--- config.mk ---
export PLATFORM = sky130hd
export DESIGN_NAME = control_unit_flat
export DESIGN_NICKNAME = d
export VERILOG_FILES = /design/src/rtl/cpu_pkg.sv /design/src/rtl/control_unit_if.sv /design/src/rtl/decoder_3to8.sv /design/src/rtl/control_unit.sv /design/src/flat_wrapper.sv
export SDC_FILE = /design/constraint.sdc
export NUM_CORES = 1
export LEC_CHECK = 0
export BUFFER_PORTS_ARGS = -buffer_cell sky130_fd_sc_hd__buf_2
export CAP_MARGIN = 15
export CORE_UTILIZATION = 40
export CTS_CLUSTER_DIAMETER = 100
export DETAILED_ROUTE_END_ITERATION = 7
export PLACE_DENSITY = 0.76
export REMOVE_ABC_BUFFERS = 1
export SETUP_SLACK_MARGIN = 0.05
export SYNTH_ARGS = -nofsm -noshare
export SYNTH_HDL_FRONTEND = slang
export SYNTH_SLANG_ARGS = --single-unit
--- constraint.sdc ---
create_clock -name clk -period 1.6 [get_ports clk]
set_input_delay 0.4 -clock clk [delete_from_list [all_inputs] [get_ports clk]]
set_output_delay 0.4 -clock clk [all_outputs]
set_load 0.01 [all_outputs]
--- src/rtl/cpu_pkg.sv ---
// Shared definitions for the 16-bit CPU.
// Covers instruction opcodes, sequencer step encodings and ALU operation codes.
package cpu_pkg;

  localparam int DATA_W = 16;
  localparam int IR_W   = 9;

  localparam logic [2:0] OP_MV  = 3'b000;
  localparam logic [2:0] OP_MVI = 3'b001;
  localparam logic [2:0] OP_ADD = 3'b010;
  localparam logic [2:0] OP_SUB = 3'b011;
  localparam logic [2:0] OP_AND = 3'b100;
  localparam logic [2:0] OP_OR  = 3'b101;

  localparam logic [1:0] ALU_ADD = 2'b00;
  localparam logic [1:0] ALU_SUB = 2'b01;
  localparam logic [1:0] ALU_AND = 2'b10;
  localparam logic [1:0] ALU_OR  = 2'b11;

  typedef enum logic [1:0] {
    T0 = 2'd0,
    T1 = 2'd1,
    T2 = 2'd2,
    T3 = 2'd3
  } state_t;

  // ALU opcodes are laid out contiguously from OP_ADD, so the offset is the ALU code.
  function automatic logic [1:0] alu_op_of(input logic [2:0] opcode);
    logic [2:0] diff;
    diff = opcode - OP_ADD;
    return diff[1:0];
  endfunction

endpackage

--- src/rtl/control_unit_if.sv ---
// Control bundle between the sequencer (master) and the datapath: mux selects,
// register and ALU latch enables, and the run/din inputs.
interface control_unit_if #(
  parameter int DATA_W = 16
);
  logic              run;
  logic [DATA_W-1:0] din;
  logic              ir_in;
  logic [7:0]        r_in;
  logic [2:0]        r_out;
  logic              din_en;
  logic              gout;
  logic              a_in;
  logic              g_in;
  logic [1:0]        alu_op;
  logic              done;

  modport master (
    input  run, din,
    output ir_in, r_in, r_out, din_en, gout, a_in, g_in, alu_op, done
  );

  modport slave (
    output run, din,
    input  ir_in, r_in, r_out, din_en, gout, a_in, g_in, alu_op, done
  );
endinterface

--- src/rtl/decoder_3to8.sv ---
// 3-to-8 one-hot decoder with enable; shared by the sequencer and the register file.
module decoder_3to8 (
  input  logic [2:0] sel,
  input  logic       en,
  output logic [7:0] y
);

  genvar gi;
  generate
    for (gi = 0; gi < 8; gi++) begin : g_dec
      assign y[gi] = en && (sel == 3'(gi));
    end
  endgenerate

endmodule

--- src/rtl/control_unit.sv ---
// Instruction-sequencing FSM: fetches a word into the IR in T0, then drives the
// bus mux, register-file and ALU strobes through T1..T3.
module control_unit
  import cpu_pkg::*;
#(
  parameter int DATA_W = cpu_pkg::DATA_W,
  parameter int IR_W   = cpu_pkg::IR_W
) (
  input  logic clk,
  input  logic rst,
  control_unit_if.master bus
);

  state_t          state_reg, state_next;
  logic [IR_W-1:0] ir_reg;

  logic [2:0] opcode;
  logic [2:0] rx;
  logic [2:0] ry;
  logic       wr_en;
  logic       ir_load;
  logic       unused_din;

  assign opcode     = ir_reg[8:6];
  assign rx         = ir_reg[5:3];
  assign ry         = ir_reg[2:0];
  assign unused_din = ^bus.din[DATA_W-1:IR_W];

  always_ff @(posedge clk or posedge rst) begin
    if (rst) begin
      state_reg <= T0;
      ir_reg    <= '0;
    end else begin
      state_reg <= state_next;
      if (ir_load) begin
        ir_reg <= bus.din[IR_W-1:0];
      end
    end
  end

  // Every strobe is gated by rst so the datapath sees a quiet bus during reset.
  always_comb begin
    state_next = T0;
    ir_load    = 1'b0;
    wr_en      = 1'b0;
    bus.ir_in  = 1'b0;
    bus.r_out  = 3'd0;
    bus.din_en = 1'b0;
    bus.gout   = 1'b0;
    bus.a_in   = 1'b0;
    bus.g_in   = 1'b0;
    bus.alu_op = 2'b00;
    bus.done   = 1'b0;
    if (!rst) begin
      case (state_reg)
        T0: begin
          bus.ir_in  = bus.run;
          ir_load    = bus.run;
          state_next = bus.run ? T1 : T0;
        end
        T1: begin
          case (opcode)
            OP_MV: begin
              bus.r_out = ry;
              wr_en     = 1'b1;
              bus.done  = 1'b1;
            end
            OP_MVI: begin
              bus.din_en = 1'b1;
              wr_en      = 1'b1;
              bus.done   = 1'b1;
            end
            OP_ADD, OP_SUB, OP_AND, OP_OR: begin
              bus.r_out  = rx;
              bus.a_in   = 1'b1;
              state_next = T2;
            end
            default: begin
              bus.done = 1'b1;
            end
          endcase
        end
        T2: begin
          bus.r_out  = ry;
          bus.g_in   = 1'b1;
          bus.alu_op = alu_op_of(opcode);
          state_next = T3;
        end
        T3: begin
          bus.gout = 1'b1;
          wr_en    = 1'b1;
          bus.done = 1'b1;
        end
        default: begin
          state_next = T0;
        end
      endcase
    end
  end

  decoder_3to8 u_dec (
    .sel (rx),
    .en  (wr_en),
    .y   (bus.r_in)
  );

endmodule

--- src/flat_wrapper.sv ---
// flat-port wrapper written by rule: the top's interface ports become plain ports
module control_unit_flat import cpu_pkg::*;
#(
  parameter int DATA_W = cpu_pkg::DATA_W,
  parameter int IR_W   = cpu_pkg::IR_W
)
  (clk, rst, bus_run, bus_din, bus_ir_in, bus_r_in, bus_r_out, bus_din_en, bus_gout, bus_a_in, bus_g_in, bus_alu_op, bus_done);
  control_unit_if #(.DATA_W(DATA_W)) bus_i ();
  input  logic clk;
  input  logic rst;
  input wire logic [$bits(bus_i.run)-1:0] bus_run;
  input wire logic [$bits(bus_i.din)-1:0] bus_din;
  output wire logic [$bits(bus_i.ir_in)-1:0] bus_ir_in;
  output wire logic [$bits(bus_i.r_in)-1:0] bus_r_in;
  output wire logic [$bits(bus_i.r_out)-1:0] bus_r_out;
  output wire logic [$bits(bus_i.din_en)-1:0] bus_din_en;
  output wire logic [$bits(bus_i.gout)-1:0] bus_gout;
  output wire logic [$bits(bus_i.a_in)-1:0] bus_a_in;
  output wire logic [$bits(bus_i.g_in)-1:0] bus_g_in;
  output wire logic [$bits(bus_i.alu_op)-1:0] bus_alu_op;
  output wire logic [$bits(bus_i.done)-1:0] bus_done;
  assign bus_i.run = bus_run;
  assign bus_i.din = bus_din;
  assign bus_ir_in = bus_i.ir_in;
  assign bus_r_in = bus_i.r_in;
  assign bus_r_out = bus_i.r_out;
  assign bus_din_en = bus_i.din_en;
  assign bus_gout = bus_i.gout;
  assign bus_a_in = bus_i.a_in;
  assign bus_g_in = bus_i.g_in;
  assign bus_alu_op = bus_i.alu_op;
  assign bus_done = bus_i.done;
  control_unit #(.DATA_W(DATA_W), .IR_W(IR_W)) u_core (.clk(clk), .rst(rst), .bus(bus_i));
endmodule
## Word level (Yosys, flattened, before mapping)

Index checks and enable logic that the tools add are counted.

| storage, ports and cells | value |
|---|---|
| logic and storage cells | 58 |
| output and inout port bits | 19 |
| input port bits | 19 |
| register bits | 11 |

| operators by class | value |
|---|---|
| multiplexer cells | 27 |
| reduce and logical (&&, ||, !) cells | 13 |
| add/sub/neg operators | 1 |
| equality and inequality tests | 15 |

Operators with widths:

| cell | number |
|---|---|
| 3-bit == test, second input constant | 6 |
| 1-bit two-way mux | 17 |
| 3-bit by 2-bit == test with 1-bit output, second input constant | 4 |
| 3-bit case mux with 2 select lines | 2 |
| 1-bit logical AND | 8 |
| 2-bit two-way mux | 4 |
| 3-bit by 1-bit == test with 1-bit output, second input constant | 2 |
| 3-bit logical NOT | 2 |
| 2-bit case mux with 3 select lines | 1 |
| 2-bit == test, second input constant | 2 |
| 1-bit case mux with 2 select lines | 2 |
| 4-bit OR reduction | 1 |
| 3-bit two-way mux | 1 |
| 2-bit by 1-bit == test with 1-bit output, second input constant | 1 |
| 2-bit logical NOT | 1 |
| 2-bit OR reduction | 1 |
| 2-bit subtractor, second input constant | 1 |

## Longest topological paths before layout

| depth | value |
|---|---|
| word-level depth | 6 |
| gate-level depth with buffers | 5 |
| gate-level depth less buffers | 5 |

## Cells and area by module

A second synthesis with hierarchy kept.

| second synthesis, totals | value |
|---|---|
| cells, all modules | 61 |
| area total of the unflattened synthesis | 728.2 um2 |

Modules (own cells, without submodules):

| module | seq. area each (um2) | times used | cells each | area an instance (um2) |
|---|---|---|---|---|
| control_unit | 275.3 | 1 | 53 | 631.9 |
| decoder_3to8 | 0.0 | 1 | 8 | 96.3 |

## Least setup slack after synthesis

OpenSTA, ideal clock, no wires.

| timing path | value |
|---|---|
| path type | flip-flop to output port |
| start point | reg u_core.state_reg[1] |
| end point | out bus_r_in[0] |
| slack | -0.232 ns |
| buffers on the path | 0 |
| cell stages (with the launch flop) | 6 |
| data arrival time | 1.432 ns |
| cell sequence | dfrtp_1 inv_1 ha_1 nor3b_2 nor2_2 nor4_1 |

| on the way | value |
|---|---|
| word-level cells in the longest chain between the ends | 4 |
| elaborated cells on any way between the ends | 5 |
| classes of those cells | eq/ne (2); mux (2); reduce/logical (1) |

RTL lines:

| what | line | RTL |
|---|---|---|
| from (decl) | control_unit.sv:14 | `state_t state_reg, state_next;` |
| from (signal assigned) | control_unit.sv:34 | `state_reg <= state_next;` |
| 2-bit == test / 2-bit by 1-bit == test with 1-bit output (equally long branches) | control_unit.sv:55 | `case (state_reg)` |
| 1-bit case mux with 2 select lines * | control_unit.sv:55 |  |
| 1-bit two-way mux * | control_unit.sv:54 | `if (!rst) begin` |
| 1-bit logical AND * | decoder_3to8.sv:11 | `assign y[gi] = en && (sel == 3'(gi));` |
| to (decl) | flat_wrapper.sv:14 | `output wire logic [$bits(bus_i.r_in)-1:0] bus_r_in;` |

Mark *: on every way between the ends. The rest lies on a longest branch, timed or not.

## Worst setup path after layout

| timing path | value |
|---|---|
| start point | reg u_core.state_reg[1] |
| end point | out bus_r_in[2] |

Same word-level chain as after synthesis.

==> impl_metrics.csv <==
group,metric,value,unit
power_and_ir_drop,p_per_area,1200,nW/µm²
power_and_ir_drop,fin_total_pwr,1.51,mW
sta,skew,0.00389,ns
clock_network,htreeDepth,1,
clock_network,clk_latency,0.28,ns
synth,synth_seq_cells,11,
detailed_routing,wl_met2,1060,µm
floorplanning,coreArea,1750,µm²
setup_path,worstSetupEndpointType,"output port",
synth,yosys_warnings,0,
placement,hpwl,1340,µm
synth,syn_inst,65,
floorplanning,io_pins,38,
finish,fin_util,71.9,%
sta,tightest_slew,0.309,ns
global_route,gr-total-overflow,0,
sta,timing.final.ws_setup,-0.493,ns
placement,io_buffers,30,
finish,drive_above_1_share,73.9,%
power_and_ir_drop,cellLeakagePower,0.619,nW
sta,final_hold_viol_count,0,
clock_network,cts_buffers,3,
sta,rsz0062_at_grt,"yes",
setup_path,critPathArrivalTime,1.69,ns
detailed_routing,top_layer,"met4",
clock_network,cts-root-buf,"clkbuf_4",
setup_path,path_max_fanout,4,
finish,insertedDiodeCount,0,
finish,area_growth_syn_to_layout,67.4,%
setup_path,cp.required,1.20,ns
sta,relSlewSlack,79.4,%
flow_run,max-cap-violations,0,
synth,avgSynthCellArea,11.5,µm²
synth,synth_area_leaders,"dfrtp_1, mux2_4, ha_1, a32o_2, nor4b_2",
clock_network,postCtsHoldBufs,0,
finish,fin_nets,139,
finish,largest_register_ffs,9,
synth,syn-cell-area,749,µm²
synth,synth-main-ff-cell,"dfrtp_1",
global_route,grt_max_degree,10,
synth,synth_edf_count,0,
synth,ys_top_cells_by_count,"dfrtp_1, mux2_4, ha_1, inv_1, nor3_1",
synth,ys_seq_area_share,36.7,%
detailed_routing,drt_pass1_iterations,4,
synth,yosysTopAreaCell,"dfrtp_1",
synth,synthArstFlopShare,100,%
detailed_routing,drt-initial-drc-count,7,
detailed_routing,antenna_left,0,
sta,slew_viol_final,0,
detailed_routing,wl_met3,101,µm
sta,setup_tns,-6.62,ns
detailed_routing,wl_per_cell,14.6,µm
finish,stdcell_count,140,
detailed_routing,vias_per_cell,5.04,
global_route,antenna_found_initial,0,
synth,yosysTopAreaCellShare,36.7,%
worst_hold_path,hp-class,"in2async",
sta,max_freq,0.478,GHz
sta,finalCritPeriodShare,131,%
setup_path,cp-start-kind,"register",
detailed_routing,vias,706,
clock_network,cts_tree,"built",
synth,yosysMostFrequentCell,"dfrtp_1",
synth,synth_cell_types,28,
global_route,grt_use_total,21.4,%
global_route,grt_pass1_vias,647,
outcome,status,"finished with violations",
power_and_ir_drop,ir_worst_vdd,0.000678,V
placement,gp_congestion,0.717,
detailed_routing,wirelength,2050,µm
floorplanning,rows,15,
clock_network,cts_sinks,11,
detailed_routing,drc,0,
floorplanning,die_w,45.3,µm
sta,finalSetupViolCount,19,
clock_network,clkTransAtPathRegs,0.07,ns
setup_path,path_class,"reg2out",
sta,post-route-min-period,2.09,ns
outcome,violations,"setup timing",
floorplanning,start_util,42.9,%
floorplanning,die_area,2050,µm²
detailed_routing,met1_length,835,µm
clock_network,clock_path_buffers,2,
floorplanning,die_y,45.3,µm
placement,post-place-cells,133,
global_route,grt_pass1_wl,3020,µm
placement,place_ws,-0.242,ns
[worst paths after layout]
kind / start / cells after the start / to / slack [ns]
setup / recovery: u_core.state_reg[1] / 7 / bus_r_in[2] / -0.49
hold / removal: rst / 2 / u_core.state_reg[1] / 0.05
setup reg to reg: u_core.state_reg[0] / 6 / u_core.ir_reg[8] / 0.10
hold reg to reg: u_core.ir_reg[2] / 1 / u_core.ir_reg[2] / 0.53
max in group asynchronous: rst / 3 / u_core.ir_reg[7] / 1.25
min in group clk: bus_din[7] / 2 / u_core.ir_reg[7] / 0.35
[per-stage QoR]
step / hold slack (ns) / area (µm²)
floorplan: 0.182 / 746
global placement: 0.318 / 1030
detailed placement: 0.323 / 1030
CTS: 0.0363 / 1190
global route: 0.0553 / 1250
finish: 0.0454 / 1250
[critical path: stages, from the launching register on]
cell and delay [ns]:
dfrtp_1 0.40, inv_2 0.12, ha_4 0.16, nor3b_4 0.22
buf_4 0.16, o21ai_1 0.07, nor3_1 0.14, buf_2 0.16
[cells by family (layout without fill, tap and decap cells)]
family | after synthesis | after routing | share of synthesized area (%)
compound gates | 8 | 8 | 9.01
xor+xnor | 1 | 1 | 1.17
fa+ha+maj | 4 | 4 | 6.68
buf+inv | 6 | 56 | 3.34
flops | 11 | 11 | 36.7
mux | 9 | 9 | 18.0
simple gates | 26 | 26 | 25.0
[layout by cell type (no fill, tap or decap), types with 2 or more instances in the layout]
master / count
inv_4: 2
dfrtp_2: 2
buf_6: 12
nor3_1: 4
nand2_1: 3
nor4b_2: 2
and3_4: 2
dfrtp_1: 9
a32o_2: 3
clkbuf_4: 3
buf_4: 13
buf_2: 22
mux2_4: 9
nor4_1: 2
inv_2: 2
ha_4: 4
o21a_1: 2
nor2b_4: 3
[final cells by class]
type | instances | area (µm²)
multi-input cells | 48 | 553
fillers | 126 | 490
repair buffers | 47 | 343
flip-flops and latches | 11 | 278
well taps | 25 | 31.3
clock buffers | 4 | 26.3
inverters | 5 | 23.8
[where the power goes]
| part | internal (mW) | switching, mW | total [mW] |
|---|---|---|---|
| Clock | 0.0969 | 0.102 | 0.199 |
| Sequential | 0.386 | 0.156 | 0.542 |
| Combinational | 0.463 | 0.303 | 0.765 |
| Total | 0.946 | 0.561 | 1.51 |
[routing by layer]
layer | vias up | GRT usage, %
li1 | 337 | -
met1 | 337 | 25.3
met2 | 27 | 37.1
met3 | 5 | 2.40
met4 | 0 | 12.7
met5 | - | 0
[timing repair]
| item | 4_1_cts | 5_1_grt |
|---|---|---|
| pin swaps | 5 | 3 |
| setup endpoints to repair | 19 | 22 |
| gates resized for setup | 26 | 10 |
| setup buffers | 1 | 2 |
(Power assumes the default switching activity.)
